`src/rtl/lcd_read_cycle_pkg.sv`:
```
// lcd_read_cycle_pkg: state encodings and LCD bus constants shared by the LCD reader and writer
package lcd_read_cycle_pkg;

    typedef enum logic [2:0] {
        IDLE  = 3'd0,
        SETUP = 3'd1,
        EHI   = 3'd2,
        CAPT  = 3'd3,
        ELO   = 3'd4,
        DONE  = 3'd5
    } state_t;

    localparam logic RS_CMD   = 1'b0;
    localparam logic RS_DATA  = 1'b1;
    localparam logic RW_WRITE = 1'b0;
    localparam logic RW_READ  = 1'b1;

endpackage

```
`src/rtl/lcd_read_cycle.sv`:
```
// lcd_read_cycle: HD44780-style read cycle (RS/RW setup, E pulse, bus capture) with completion strobe
module lcd_read_cycle
    import lcd_read_cycle_pkg::*;
#(
    parameter bit BUS4 = 1'b0
) (
    input  logic       clk_1ms,
    input  logic       reset,
    input  logic       rd_enable,
    input  logic       reg_sel,
    input  logic [7:0] db_in,
    output logic       rd_finish,
    output logic [7:0] rd_data,
    output logic       busy_flag,
    output logic       E_out,
    output logic       RW_out,
    output logic       RS_out,
    output logic       db_input_en,
    output logic       active
);

    state_t state, state_n;
    logic   nib, rs_q, rs_n, accept, last, bus_phase;

    assign accept    = (state == IDLE) && rd_enable;
    assign last      = !BUS4 || nib;
    assign rs_n      = accept ? reg_sel : rs_q;
    assign bus_phase = state_n inside {SETUP, EHI, CAPT, ELO};
    assign active    = state != IDLE;

    // state register
    always_ff @(posedge clk_1ms or posedge reset) begin
        if (reset) state <= IDLE;
        else       state <= state_n;
    end

    // next-state logic; a 4-bit read loops back to EHI once for the low nibble
    always_comb begin
        state_n = state;
        case (state)
            IDLE:    state_n = rd_enable ? SETUP : IDLE;
            SETUP:   state_n = EHI;
            EHI:     state_n = CAPT;
            CAPT:    state_n = ELO;
            ELO:     state_n = last ? DONE : EHI;
            DONE:    state_n = IDLE;
            default: state_n = IDLE;
        endcase
    end

    // nibble flag: cleared at accept, set when the first nibble's E pulse ends
    always_ff @(posedge clk_1ms or posedge reset) begin
        if (reset)                        nib <= 1'b0;
        else if (accept)                  nib <= 1'b0;
        else if (state == ELO && BUS4 && !nib) nib <= 1'b1;
    end

    // register select latched at accept so later reg_sel changes are ignored
    always_ff @(posedge clk_1ms or posedge reset) begin
        if (reset)       rs_q <= RS_CMD;
        else if (accept) rs_q <= reg_sel;
    end

    // registered Moore outputs decoded from the next state, plus capture on leaving CAPT
    always_ff @(posedge clk_1ms or posedge reset) begin
        if (reset) begin
            rd_finish   <= 1'b0;
            rd_data     <= 8'h00;
            busy_flag   <= 1'b0;
            E_out       <= 1'b0;
            RW_out      <= RW_WRITE;
            RS_out      <= RS_CMD;
            db_input_en <= 1'b0;
        end else begin
            E_out       <= state_n == EHI || state_n == CAPT;
            RW_out      <= bus_phase ? RW_READ : RW_WRITE;
            RS_out      <= state_n != IDLE ? rs_n : RS_CMD;
            db_input_en <= bus_phase;
            rd_finish   <= state_n == DONE;
            if (state == CAPT) begin
                if (!BUS4)     rd_data      <= db_in;
                else if (!nib) rd_data[7:4] <= db_in[7:4];
                else           rd_data[3:0] <= db_in[7:4];
                if (last) busy_flag <= (rs_q == RS_CMD) && (BUS4 ? rd_data[7] : db_in[7]);
            end
        end
    end

endmodule

```
`config.mk`:
```
export PLATFORM = sky130hd
export DESIGN_NAME = lcd_read_cycle
export DESIGN_NICKNAME = d
export VERILOG_FILES = /design/src/rtl/lcd_read_cycle_pkg.sv /design/src/rtl/lcd_read_cycle.sv
export SDC_FILE = /design/constraint.sdc
export NUM_CORES = 1
export LEC_CHECK = 0
export ABC_AREA = 1
export CAP_MARGIN = 10
export CORE_MARGIN = 5
export CORE_UTILIZATION = 29
export DETAILED_ROUTE_END_ITERATION = 10
export HOLD_SLACK_MARGIN = 0.08
export PLACE_DENSITY = 0.6
export SETUP_SLACK_MARGIN = 0.1
export SYNTH_ARGS = -nofsm -noshare
export SYNTH_HDL_FRONTEND = slang
export SYNTH_SLANG_ARGS = --single-unit
```
`constraint.sdc`:
```
create_clock -name clk_1ms -period 3 [get_ports clk_1ms]
set_input_delay 0.3 -clock clk_1ms [delete_from_list [all_inputs] [get_ports clk_1ms]]
set_output_delay 0.3 -clock clk_1ms [all_outputs]
set_load 0.01 [all_outputs]
```
==> summary.txt <==
Outcome
  • Status: finished clean

Setup path
  • CP Data Required Time: 2700 ps
  • R2R cell count: 5
  • Worst EP arrival: 1510 ps
  • Max incr delay on CP: 530 ps
  • Worst R2R End: rd_data[1]
  • Largest delay share family, worst path: buffers and inverters
  • Crit path kind: reg2out
  • CP max FO: 6
  • Startpoint types: flop
  • Worst path cell trace: inv_1, nand2_1, clkdlybuf4s50_1
  • FF-to-FF Start: state[0]
  • CP Buf/Inv Count: 2
  • R2R Setup Slk: 1870 ps
  • Worst setup EP type: primary output
  • CP max-delay cell: clkdlybuf4s50_1

Finish
  • Share of layout cells above drive strength 1: 8.74%
  • Final-stage net count: 116
  • Layout overhead on the synthesized area: 46.7%
  • Fill count: 235
  • Inserted Diodes: 0
  • Multi-input gate area: 206 um^2
  • FF+latch area: 425 um^2
  • Final Instance Area: 987 um^2

Yosys
  • Synth cell types: 12
  • Yosys top cell area share: 63.2%
  • Top cells by area, synth: dfrtp_1, nand2_1, inv_1
  • Sequential-to-total area share from yosys stat: 63.2%
  • Register bit total from synthesis: 17
  • Warnings, synthesis: 0
  • Most area-hungry cell type in the Yosys netlist: dfrtp_1
  • Mean Syn Cell Area: 9.10 um^2
  • Syn nets: 86
  • Synthesized area: 673 um^2
  • Cells after synthesis: 74

Power and ir drop
  • Worst-case vdd ir drop: 0.439 mV
  • PD cells: 1010 nW/um^2
  • Switch share: 36.7%
  • Clk pwr share: 12.3%
  • Leakage power: 0.496 nW
  • Design Power: 0.996 mW
  • Flop pwr share: 40.7%
  • Int Pwr: 0.630 mW
  • Sw Pwr: 0.366 mW
  • Combinational power share: 47.0%

Clock network
  • Worst-Skew Late Latency: 290 ps
  • CTS resizes: 0
  • CTS Hold Buffers Added: 0
  • Clock sink count: 17
  • Register clock-pin slew on the reported worst setup and hold paths: 90 ps
  • Post-CTS setup buffer count: 0
  • Worst-case clock buffer depth: 2
  • CTS root buf: clkbuf_4
  • Num CTS Buffers: 3
  • CTS tree: built
  • H-tree depth: 1

Run
  • Maxcap violations: 0

Timing
  • Worst Max-Slew Pin Slew: 634 ps
  • Max-slew violation count: 0
  • RSZ-0062 raised after global routing: false
  • Fin crit share: 60.2%
  • Fin Clk Skew: 2.00 ps
  • F_max: 554 MHz
  • Setup_tns: 0 ps
  • Final Hold Vio Count: 0
  • Max-Slew Margin vs Limit: 57.7%
  • Tmin final: 1810 ps
  • Finish-stage setup viols: 0

GRT
  • Initial antenna violation count: 0
  • Vias in the first global route: 531
  • First-pass GRT wire length: 2190 um
  • Largest net degree at the start of global routing: 18
  • Total gr overflow: 0
  • Total GRT Usage: 8.80%

Routing
  • DRT Pass-1 Iters: 2
  • DRT iter0 DRCs: 3
  • WL final: 1340 um
  • Detail Route Antenna Nets: 0
  • Via count: 550
  • WL/cell: 10.2 um
  • Drc violations: 0
  • Drt via density: 4.20

Floorplan
  • Full die area: 3380 um^2
  • Die height: 58.2 um
  • Core area: 2210 um^2
  • Initial Utilization: 30.4%
  • Top-level I/O count: 27
  • Site Rows: 17
  • Die Span X: 58.2 um

Place
  • DP HPWL: 1030 um
  • Placer congestion estimate: 0.738
  • IO buf count: 26
  • DP Area: 961 um^2

Min path
  • Class of the worst hold path: in2async
## worst reg2reg max path: cells and delay by family (launching register included)
| kind | cells | cell delay [ps] |
|---|---|---|
| flip-flops | 1 | 440 |
| buffers and inverters | 1 | 140 |
| AND/OR/NAND/NOR | 4 | 450 |
## registers in the layout, indices dropped and copies added (netlist names)
signal / cells
rd_data: 8
state: 3
E_out: 1
RS_out: 1
RW_out: 1
busy_flag: 1
rd_finish: 1
rs_q: 1
## cell usage after synthesis
cell / count
dfrtp_1: 17
nor2_1: 6
buf_4: 1
inv_2: 1
nand2_1: 33
o21ai_2: 1
nand3_1: 1
nor2_4: 2
nand4_1: 1
inv_1: 8
nand2_2: 2
a21oi_1: 1
## per-stage QoR
step                      hold slack [ps]  cells  worst slack, ps  utilization [%]
final                                 382    131             1190             44.6
after global routing                  460    131             1120             44.6
after CTS                             402    131             1190             44.6
after detailed placement              455    127             1530             43.4
after global placement                458    127             1550             43.4
after floorplan                       226     74             2010                -
## cell type report
cell class	count	area share, %
clock buffer	4	2.66
timing repair buffer	26	26.4
multi-input combinational	47	20.9
inverter	9	3.42
sequential	17	43.1
tap	28	3.55
## layout by cell type (no fill, tap or decap)
cell             count
nand3_1              1
nand2_2              2
a21oi_1              1
nor2_4               2
o21ai_2              1
nand4_1              1
clkdlybuf4s50_1     26
inv_2                1
inv_1                8
clkbuf_4             3
dfrtp_1             17
nand2_1             33
nor2_1               6
clkbuf_1             1
## power by group through the flow
| stage | combinational (mW) | sequential (mW) | clock (mW) |
|---|---|---|---|
| floorplan | 0.202 | 0.445 | 0 |
| global placement | 0.473 | 0.408 | 0 |
| detailed placement | 0.477 | 0.411 | 0 |
| CTS | 0.478 | 0.408 | 0.129 |
| global route | 0.519 | 0.420 | 0.136 |
| finish | 0.468 | 0.405 | 0.123 |
## kinds of logic after synthesis
| group | Yosys count | synth area share, % |
|---|---|---|
| and+or+nand+nor | 45 | 28.6 |
| DFF | 17 | 63.2 |
| buffers and inverters | 10 | 6.13 |
| AOI/OAI and AO/OA | 2 | 2.04 |
## layer usage
layer | up-vias | GRT usage [%] | wire [um]
met4 | 0 | 5.96 | 35
met2 | 17 | 15.0 | 660
li1 | 278 | - | -
met5 | - | 0 | 0
met3 | 3 | 2.90 | 101
met1 | 252 | 9.10 | 543
## how the worst max path moves through the flow
stage	start	to	depth (start not counted)
detailed placement	state[0]	active	3
finish	state[2]	active	3
global route	state[2]	active	3
floorplan	state[0]	active	2
global placement	state[2]	active	3
CTS	state[2]	active	3
Note: power is estimated with default switching activity, not from simulation.
